$ cat src/rtl/uart_byte_rx.sv
// UART byte receiver: 8N1 frames, 16x oversampling, 3-sample majority vote at mid-bit.
// Emits a one-cycle rx_done with the byte, or a one-cycle frame_err on a bad stop bit.
`timescale 1ns/1ps
module uart_byte_rx #(
  parameter int unsigned CLK_FREQ   = 50_000_000,
  parameter int unsigned OVERSAMPLE = 16
) (
  input  logic       sys_clk,
  input  logic       sys_rst,
  input  logic       uart_rx,
  input  logic [2:0] baud_set,
  output logic [7:0] data_byte,
  output logic       rx_done,
  output logic       frame_err,
  output logic       uart_state
);

  localparam int unsigned DIV_0 = CLK_FREQ / (9600   * OVERSAMPLE) - 1;
  localparam int unsigned DIV_1 = CLK_FREQ / (19200  * OVERSAMPLE) - 1;
  localparam int unsigned DIV_2 = CLK_FREQ / (38400  * OVERSAMPLE) - 1;
  localparam int unsigned DIV_3 = CLK_FREQ / (57600  * OVERSAMPLE) - 1;
  localparam int unsigned DIV_4 = CLK_FREQ / (115200 * OVERSAMPLE) - 1;
  localparam int unsigned DIV_W = $clog2(DIV_0 + 1);

  typedef enum logic [1:0] {IDLE, START, DATA, STOP} state_t;

  state_t           state_q, state_d;
  logic             rx_s1, rx_s2, rx_s3;
  logic [2:0]       baud_q;
  logic [DIV_W-1:0] div_cnt, div_max_c;
  logic [3:0]       tick_cnt;
  logic [2:0]       bit_cnt;
  logic             samp7, samp8;
  logic [7:0]       shift_reg;
  logic             tick_c, mid_c, end_c, vote_c, start_edge_c, enter_start_c;
  logic             done_c, ferr_c;

  // Two-flop synchronizer plus a delayed copy for falling-edge detection
  always_ff @(posedge sys_clk or posedge sys_rst) begin
    if (sys_rst) begin
      rx_s1 <= 1'b1;
      rx_s2 <= 1'b1;
      rx_s3 <= 1'b1;
    end else begin
      rx_s1 <= uart_rx;
      rx_s2 <= rx_s1;
      rx_s3 <= rx_s2;
    end
  end

  always_comb begin
    div_max_c = DIV_W'(DIV_0);
    case (baud_q)
      3'd1:    div_max_c = DIV_W'(DIV_1);
      3'd2:    div_max_c = DIV_W'(DIV_2);
      3'd3:    div_max_c = DIV_W'(DIV_3);
      3'd4:    div_max_c = DIV_W'(DIV_4);
      default: div_max_c = DIV_W'(DIV_0);
    endcase
  end

  assign start_edge_c  = rx_s3 & ~rx_s2;
  assign tick_c        = (state_q != IDLE) && (div_cnt == div_max_c);
  assign mid_c         = tick_c && (tick_cnt == 4'd9);
  assign end_c         = tick_c && (tick_cnt == 4'd15);
  assign vote_c        = (samp7 & samp8) | (samp7 & rx_s2) | (samp8 & rx_s2);
  assign enter_start_c = (state_q == IDLE) && start_edge_c;

  always_ff @(posedge sys_clk or posedge sys_rst) begin
    if (sys_rst) state_q <= IDLE;
    else         state_q <= state_d;
  end

  // Next state and strobe decisions
  always_comb begin
    state_d = state_q;
    done_c  = 1'b0;
    ferr_c  = 1'b0;
    case (state_q)
      IDLE:  if (start_edge_c) state_d = START;
      START: begin
        if (mid_c && vote_c) state_d = IDLE;
        else if (end_c)      state_d = DATA;
      end
      DATA:  if (end_c && (bit_cnt == 3'd7)) state_d = STOP;
      STOP: begin
        if (mid_c) begin
          state_d = IDLE;
          done_c  = vote_c;
          ferr_c  = ~vote_c;
        end
      end
      default: state_d = IDLE;
    endcase
  end

  // Baud latch, tick generation, vote sampling and data capture
  always_ff @(posedge sys_clk or posedge sys_rst) begin
    if (sys_rst) begin
      baud_q    <= 3'd0;
      div_cnt   <= '0;
      tick_cnt  <= 4'd0;
      bit_cnt   <= 3'd0;
      samp7     <= 1'b1;
      samp8     <= 1'b1;
      shift_reg <= 8'h00;
    end else if (enter_start_c) begin
      baud_q   <= baud_set;
      div_cnt  <= '0;
      tick_cnt <= 4'd0;
      bit_cnt  <= 3'd0;
    end else if (state_q == IDLE) begin
      div_cnt <= '0;
    end else if (tick_c) begin
      div_cnt  <= '0;
      tick_cnt <= tick_cnt + 4'd1;
      if (tick_cnt == 4'd7) samp7 <= rx_s2;
      if (tick_cnt == 4'd8) samp8 <= rx_s2;
      if ((state_q == DATA) && (tick_cnt == 4'd9))  shift_reg[bit_cnt] <= vote_c;
      if ((state_q == DATA) && (tick_cnt == 4'd15)) bit_cnt <= bit_cnt + 3'd1;
    end else begin
      div_cnt <= div_cnt + DIV_W'(1);
    end
  end

  always_ff @(posedge sys_clk or posedge sys_rst) begin
    if (sys_rst) begin
      data_byte  <= 8'h00;
      rx_done    <= 1'b0;
      frame_err  <= 1'b0;
      uart_state <= 1'b0;
    end else begin
      rx_done    <= done_c;
      frame_err  <= ferr_c;
      uart_state <= (state_d != IDLE);
      if (done_c) data_byte <= shift_reg;
    end
  end

endmodule
$ cat config.mk
export PLATFORM = sky130hd
export DESIGN_NAME = uart_byte_rx
export DESIGN_NICKNAME = d
export VERILOG_FILES = /design/src/rtl/uart_byte_rx.sv
export SDC_FILE = /design/constraint.sdc
export NUM_CORES = 1
export LEC_CHECK = 0
export ABC_CLOCK_PERIOD_IN_PS = 2500
export CAP_MARGIN = 15
export CORE_ASPECT_RATIO = 0.9
export CORE_MARGIN = 2
export CORE_UTILIZATION = 56
export DETAILED_ROUTE_END_ITERATION = 10
export HOLD_SLACK_MARGIN = 0.06
export PLACE_DENSITY = 0.84
export SLEW_MARGIN = 0
export SYNTH_ARGS = -nofsm -noshare
export SYNTH_HDL_FRONTEND = slang
export SYNTH_SLANG_ARGS = --single-unit
$ cat constraint.sdc
create_clock -name sys_clk -period 2.5 [get_ports sys_clk]
set_input_delay 0.5 -clock sys_clk [delete_from_list [all_inputs] [get_ports sys_clk]]
set_output_delay 0.5 -clock sys_clk [all_outputs]
set_load 0.005 [all_outputs]
======== After elaboration in Yosys (flattened, before gate mapping) ========
Cells that the tools add are included.
storage, ports and cells
  register bits after elaboration ......... 45
  input bits .............................. 6
  output and inout port bits .............. 11
cells by class
  muxes and demuxes ....................... 24
  add/subtract/negate cells ............... 3
  equality and inequality tests ........... 14
  magnitude comparators ................... 2
  bitwise operators ....................... 10
  reduce and logical (&&, ||, !) cells .... 19
operators with widths
  kind                                                 number
  one-hot mux 9 bit (4 select lines)                   1
  2-to-1 mux 9 bit                                     3
  == test 4 bit (second input constant)                3
  2-to-1 mux 3 bit                                     4
  2-to-1 mux 4 bit                                     3
  AND reduction 4 bit                                  3
  2-to-1 mux 2 bit                                     5
  adder 9 x 1 -> 9 bit (second input constant)         1
  == test 9 bit                                        1
  logical AND 1 bit                                    9
  bitwise mux 8 bit                                    1
  one-hot mux 2 bit (4 select lines)                   1
  nonzero test 2 bit                                   4
  == test 3 x 2 -> 1 bit (second input constant)       2
  == test 3 bit (second input constant)                2
  2-to-1 mux 1 bit                                     5
  adder 4 x 1 -> 4 bit (second input constant)         1
  bitwise AND 1 bit                                    4
  == test 2 bit (second input constant)                2
  == test 4 x 3 -> 1 bit (second input constant)       1
  < comparator 3 x 4 -> 1 bit (second input constant)  1
  NOT 1 bit                                            4
  adder 3 x 1 -> 3 bit (second input constant)         1
  demux 1 bit (select 3 bit)                           1
  other kinds (8)                                      9

======== Longest topological paths before layout ========
Gate-level depths: netlist (run 1).
  word-level depth ........................ 9
  gate-level depth with buffers ........... 8

======== Least setup slack after synthesis (run 1) ========
OpenSTA, ideal clock, no wires.
  path kind ............................... flip-flop to flip-flop
  from .................................... reg div_cnt[4]
  to ...................................... reg data_byte[0]
  setup slack ............................. 0.329 ns
  stages on the path, launching flop included .. 8
  required time ........................... 2.375 ns
  clock period less this slack ............ 2.171 ns
  path buffers ............................ 1
  arrival ................................. 2.046 ns
  cells stage by stage .................... dfrtp_1 > buf_6 > and3b_1 > o21ai_0 > a32oi_2 > nand4_4 > nor4_4 > mux2_2
between the ends
  cells in the longest elaborated chain, start to end .. 5
RTL lines
  item                    RTL line  source
  start, declared         30        logic [DIV_W-1:0] div_cnt, div_max_c;
  start signal, assigned  122       div_cnt <= div_cnt + DIV_W'(1);
  == test 9 bit           63        assign tick_c = (state_q != IDLE) && (div_cnt == div_max_c);
  logical AND 1 bit       63
  logical AND 1 bit       64        assign mid_c = tick_c && (tick_cnt == 4'd9);
  2-to-1 mux 1 bit        87        if (mid_c) begin
  2-to-1 mux 1 bit        79        case (state_q)
  end signal, assigned    136       if (done_c) data_byte <= shift_reg;
  end, declared           12        output logic [7:0] data_byte,
No other way between the ends.
A chain may end at the register's enable or synchronous reset.

======== Final worst setup path (run 1) ========
  from .................................... reg div_cnt[4]
  to ...................................... reg state_q[0]
between the ends
  cells in the longest elaborated chain, start to end .. 6
RTL lines
  item                                         RTL line  source
  == test 9 bit *                              63
  logical AND 1 bit *                          63
  logical AND 1 bit, on equally long branches  65, 64
  2-to-1 mux 2 bit (tied with other cells)     83        else if (end_c) state_d = DATA;
  2-to-1 mux 2 bit, on equally long branches   82, 85
  one-hot mux 2 bit (4 select lines) *         79
  named net state_d[0]                         27        state_t state_q, state_d;
  end signal, assigned                         71        else state_q <= state_d;
  end, declared                                27
Mark *: on every way through the listed nets, which the timed path passes. The rest lies on a longest branch.

==> results of run 1 <==
-- routing by layer --
| layer | GRT usage [%] | share of wire (%) | vias up | wire length (µm) |
|---|---|---|---|---|
| met4 | 6.84 | 1.3 | 0 | 53 |
| met1 | 27.9 | 48 | 753 | 1990 |
| met2 | 30.6 | 46 | 43 | 1900 |
| met3 | 4.20 | 4.9 | 8 | 203 |
| li1 | - | - | 779 | - |
| met5 | 0 | 0 | - | 0 |
-- repair_timing --
action	4_1_cts	5_1_grt
buffers inserted	0	0
resized for setup	0	1
endpoints found under the setup margin	0	2
hold buffers	0	0
-- how the worst max path moves through the flow --
stage | start | to | cells after the start
detailed placement | baud_q[1] | state_q[0] | 7
CTS | baud_q[1] | state_q[0] | 7
global route | baud_q[1] | state_q[0] | 7
floorplan | div_cnt[4] | data_byte[0] | 7
global placement | baud_q[1] | state_q[0] | 7
finish | div_cnt[4] | state_q[0] | 7
-- power groups by stage --
stage	clock, mW	sequential (mW)	combinational (mW)
final	0.531	0.954	0.348
after global routing	0.567	0.975	0.398
after CTS	0.539	0.951	0.352
after detailed placement	0	0.964	0.348
after global placement	0	0.958	0.338
after floorplan	0	0.908	0.345
-- critical path, stage by stage, from the launching register on --
cell and delay, ns:
dfrtp_1 0.47, and3b_1 0.28, o21ai_0 0.11, a32oi_2 0.26, nand4_4 0.21, buf_4 0.26, a221o_1 0.37, or2_2 0.29
-- per-stage QoR --
step / hold WS, ns / util, % / power, mW / setup slack, ns / cell area [µm²]
after CTS: 0.361 / 68.3 / 1.84 / 0.0913 / 2600
after detailed placement: 0.349 / 65.5 / 1.31 / 0.151 / 2490
after floorplan: 0.345 / - / 1.25 / 0.329 / 2280
final: 0.359 / 68.4 / 1.83 / 0.136 / 2610
after global placement: 0.348 / 65.5 / 1.30 / 0.215 / 2490
after global routing: 0.362 / 68.4 / 1.94 / 0.0392 / 2610
-- kinds of logic after synthesis --
logic type      share of synthesized area (%)
compound gates                           8.17
xor+xnor                                 4.22
fa+ha+maj                                3.73
buf+inv                                  4.66
flops                                    49.6
mux                                      10.1
simple gates                             19.4
-- layout by cell type, fill, tap and decap left out, types with 6 or more instances in the layout --
cell             instances
dfrtp_1                 40
mux2_2                  17
nand2_1                 23
clkdlybuf4s50_1         16
nor3_1                   7
ha_1                     6
xor2_1                   6
nand3_1                  9
inv_1                   11
nor2_1                  22
-- cell type report --
cell class | instances | area [µm²]
fillers | 280 | 1200
flip-flops and latches | 45 | 1130
multi-input cells | 146 | 1040
repair buffers | 22 | 218
clock buffers | 6 | 72.6
well taps | 46 | 57.6
inverters | 12 | 45.0
clock inverters | 2 | 35.0
==> flow_metrics.py, run 1 <==
metrics = {
    "floorplanning": {
        "start_util_pct": 59.9,
        "rows": 21,
        "die_area_um2": 4600,
        "fp.dieH_um": 64.5,
        "io_pins": 17,
        "dieWidth_um": 71.3,
        "core_area_um2": 3810,
    },
    "min_path": {
        "hold_class": "flip-flop to flip-flop",
        "hold_start": "rx_s1",
        "min_to": "rx_s2",
        "hold_depth": 0,
    },
    "clock_network": {
        "cts.sinks": 45,
        "cts_made_buffers": 5,
        "cts_tree": "built",
        "clkLatencyLatePin_ns": 0.29,
        "h-tree-depth": 2,
        "root_buffer": "clkbuf_8",
        "clockBufferDepth": 2,
        "clkTransAtPathRegs_ns": 0.08,
    },
    "layout": {
        "final_cells": 279,
        "layout-drive-gt1-share_pct": 18.5,
        "syn2layout_area_growth_pct": 14.2,
        "diodes": 0,
        "largest_reg_flops": 9,
        "nets": 244,
    },
    "placement": {
        "io_buffers": 16,
        "gp_congestion": 0.815,
        "dpl.cell_count": 271,
        "dp_hpwl_mm": 2.89,
    },
    "synthesis": {
        "synth_area_leaders": "dfrtp_1 (44%), mux2_2 (8.4%), dfstp_2 (5.8%), nand2_1 (3.8%), nor2_1 (3.8%)",
        "yosysSeqAreaShare_pct": 49.6,
        "yosysTopAreaCell": "dfrtp_1",
        "synth_common_cells": "dfrtp_1 (40), nand2_1 (23), nor2_1 (23)",
        "synthArstFlopShare_pct": 100,
        "synthCells": 214,
        "synth_edf_count": 0,
        "synth_top_cell_area_share_pct": 43.9,
        "ys_ff_latch": 45,
        "synth-main-ff-cell": "dfrtp_1",
        "synth_fp_nets": 226,
        "syn_area_per_cell_um2": 10.7,
        "synth_warnings": 0,
        "synth_area_um2": 2280,
        "ys_types": 45,
        "synth.most_common_cell": "dfrtp_1",
    },
    "pwr": {
        "cellLeakagePower_nw": 1.10,
        "intPower_mw": 1.28,
        "pwr-share-clk_pct": 29.0,
        "p_per_area_nw_per_um2": 704,
        "ir_worst_vdd_uv": 349,
        "switching_power_mw": 0.551,
        "p_sw_share_pct": 30.1,
        "p_seq_share_pct": 52.0,
        "p_comb_share_pct": 19.0,
    },
    "timing": {
        "setup_viol": 0,
        "finalCritPeriodShare_pct": 94.5,
        "worstMarginPinSlew_ns": 0.660,
        "slew_headroom_pct": 55.7,
        "setup_tns_ns": 0,
        "final_hold_viol_count": 0,
        "fmax_mhz": 423,
        "rsz0062_at_grt": "no",
        "slew_violations": 0,
        "skew_ns": 0.00605,
        "period_minus_slack_ns": 2.36,
    },
    "global_routing": {
        "grt_overflow": 0,
        "grt_first_pass_wirelength_mm": 7.09,
        "grt_start_max_net_pins": 23,
        "grt_antenna_before_repair": 0,
        "grt_usage_pct": 19.8,
        "grt_pass1_vias": 1472,
    },
    "critical_path": {
        "path_max_fanout": 18,
        "end_kind": "flip-flop",
        "rr_worst_depth": 7,
        "cp-start-kind": "flip-flop",
        "arrival_ns": 2.55,
        "reg2reg_slack_ns": 0.14,
        "rr_startpoint": "div_cnt[4]",
        "cp.required_ns": 2.68,
        "r2r-end": "state_q[0]",
        "path_class": "flip-flop to flip-flop",
    },
    "flow_run": {
        "drv_cap": 0,
    },
    "routing": {
        "routed_via_density": 5.67,
        "first_pass_iters": 4,
        "routedWlPerCell_um": 14.9,
        "num_vias": 1583,
        "drc": 0,
        "routed_wl_mm": 4.15,
        "ant_nets": 0,
        "drt_iter0_drc": 109,
    },
    "outcome": {
        "outcome": "finished, final reports clean",
    },
}
No activity file was read; power rests on OpenSTA's default activity.
==> run 2, diff against run 1 <==
--- a/config.mk
+++ b/config.mk
@@ -8,11 +8,11 @@
 export ABC_CLOCK_PERIOD_IN_PS = 2500
 export CAP_MARGIN = 15
 export CORE_ASPECT_RATIO = 0.9
-export CORE_MARGIN = 2
 export CORE_UTILIZATION = 56
 export DETAILED_ROUTE_END_ITERATION = 10
 export HOLD_SLACK_MARGIN = 0.06
 export PLACE_DENSITY = 0.84
+export SETUP_SLACK_MARGIN = 0.2
 export SLEW_MARGIN = 0
 export SYNTH_ARGS = -nofsm -noshare
 export SYNTH_HDL_FRONTEND = slang
==> run 2 against run 1 <==
Largest power group unchanged. Via count is 2.5% higher. Largest cell class unchanged. Worst setup slack better by 0.10 ns. Clock power up 2%. Final area increased by 3.1%. Register-to-register slack gained 0.10 ns.
==> flow_metrics.py, run 2 (same netlist as run 1, synthesis figures left out) <==
metrics = {
    "global_routing": {
        "grt_start_max_net_pins": 23,
        "grt_pass1_vias": 1528,
        "grt_overflow": 0,
        "grt_antenna_before_repair": 0,
        "grt_first_pass_wirelength_mm": 7.07,
        "grt_usage_pct": 21.0,
    },
    "timing": {
        "rsz0062_at_grt": "yes",
        "setup_viol": 0,
        "skew_ns": 0.0129,
        "finalCritPeriodShare_pct": 90.4,
        "slew_violations": 0,
        "slew_headroom_pct": 57.1,
        "final_hold_viol_count": 0,
        "setup_tns_ns": 0,
        "period_minus_slack_ns": 2.26,
        "setup_ws_ns": 0.240,
        "fmax_mhz": 442,
        "worstMarginPinSlew_ns": 0.640,
    },
    "pwr": {
        "intPower_mw": 1.31,
        "p_sw_share_pct": 30.3,
        "p_per_area_nw_per_um2": 698,
        "switching_power_mw": 0.567,
        "p_seq_share_pct": 50.9,
        "p_comb_share_pct": 20.3,
        "ir_worst_vdd_uv": 477,
        "cellLeakagePower_nw": 1.13,
        "pwr-share-clk_pct": 28.7,
    },
    "critical_path": {
        "end_kind": "flip-flop",
        "cp-start-kind": "flip-flop",
        "cp.required_ns": 2.69,
        "path_max_fanout": 8,
        "rr_worst_depth": 6,
        "arrival_ns": 2.45,
        "path_class": "flip-flop to flip-flop",
    },
    "clock_network": {
        "cts_tree": "built",
        "postCtsHoldBufs": 0,
        "cts.sinks": 45,
        "cts_made_buffers": 5,
        "clkLatencyLatePin_ns": 0.30,
        "clkTransAtPathRegs_ns": 0.08,
        "clockBufferDepth": 2,
        "h-tree-depth": 2,
        "root_buffer": "clkbuf_8",
    },
    "layout": {
        "layout_commonest_cell": "dfrtp_1",
        "fillerInstances": 256,
        "final_cells": 285,
        "layout_common_cells": "dfrtp_1 (35), nand2_1 (23), nor2_1 (22), mux2_2 (17), clkdlybuf4s50_1 (16)",
        "ff_latch_area_um2": 1140,
        "diodes": 0,
        "syn2layout_area_growth_pct": 17.7,
        "largest_reg_flops": 9,
        "fin_util_pct": 70.5,
        "layout-drive-gt1-share_pct": 24.3,
        "multiInputGateArea_um2": 1060,
        "nets": 250,
    },
    "placement": {
        "place_ws_ns": 0.120,
        "gp_congestion": 0.799,
        "dpl.cell_count": 271,
        "io_buffers": 16,
        "dp_hpwl_mm": 2.88,
    },
    "floorplanning": {
        "rows": 21,
        "fp.dieH_um": 62.5,
        "die_area_um2": 4330,
        "io_pins": 17,
        "start_util_pct": 59.9,
        "core_area_um2": 3810,
        "dieWidth_um": 69.3,
    },
    "routing": {
        "ant_nets": 0,
        "routed_wl_mm": 4.19,
        "drc": 0,
        "num_vias": 1623,
        "routed_via_density": 5.69,
        "first_pass_iters": 4,
        "routedWlPerCell_um": 14.7,
        "drt_iter0_drc": 94,
    },
    "outcome": {
        "outcome": "finished, final reports clean",
    },
    "min_path": {
        "hold_depth": 0,
        "hold_class": "flip-flop to flip-flop",
    },
    "flow_run": {
        "drv_cap": 0,
    },
}
run 2: cell count changes in the layout (fill, tap and decap cells not counted), sizes merged:
cell  previous run  this run
buf              6        12
run 2: routing by layer:
metal	routed length, µm	part of all wire [%]	up-vias	global-route usage [%]
met3	200	4.8	6	7.26
met2	1870	45	32	29.4
met5	0	0	-	0
li1	-	-	790	-
met4	59	1.4	0	8.67
met1	2060	49	795	29.8
run 2: layout make-up:
class                           count  area share [%]
Sequential cell                    45            42.4
Clock buffer                        6            2.70
Inverter                           12            1.68
Tap cell                           46            2.14
Clock inverter                      2            1.30
Multi-Input combinational cell    146            39.7
Timing Repair Buffer               28            10.1
run 2: path summary, 6_finish.rpt:
check                                 from           end  slack, ns
worst max-delay path            div_cnt[4]  shift_reg[6]       0.24
worst max register to register  div_cnt[4]  shift_reg[6]       0.24
min in group asynchronous          sys_rst  data_byte[2]       0.46
max in group asynchronous          sys_rst         rx_s1       1.53
worst min-delay path                 rx_s1         rx_s2       0.36
worst min register to register       rx_s1         rx_s2       0.36
run 2: power by group through the flow:
stage | Combinational [mW] | Clock, mW | Sequential, mW
2_1_floorplan | 0.345 | 0 | 0.908
3_3_place_gp | 0.338 | 0 | 0.960
3_5_place_dp | 0.347 | 0 | 0.966
4_1_cts | 0.355 | 0.546 | 0.956
5_1_grt | 0.431 | 0.584 | 0.971
6_report | 0.381 | 0.539 | 0.955
run 2: repair_timing:
item                                    in CTS  in global routing
endpoints found under the setup margin      14                 22
buffers inserted                             2                  4
pin swaps                                    0                  3
resized for setup                            2                 11
run 2: stage by stage:
| step | power, mW | area [µm²] | hold slack, ns |
|---|---|---|---|
| 2_1_floorplan | 1.25 | 2280 | 0.345 |
| 3_3_place_gp | 1.30 | 2490 | 0.348 |
| 3_5_place_dp | 1.31 | 2490 | 0.348 |
| 4_1_cts | 1.86 | 2620 | 0.359 |
| 5_1_grt | 1.99 | 2690 | 0.366 |
| 6_report | 1.87 | 2690 | 0.357 |
run 2: worst max-delay path: stages, from the launching register on:
cell     delay [ns]
dfrtp_2        0.45
and3b_1        0.24
o21ai_0        0.11
a32oi_2        0.25
nand4_4        0.21
nor4b_1        0.48
mux2_2         0.39
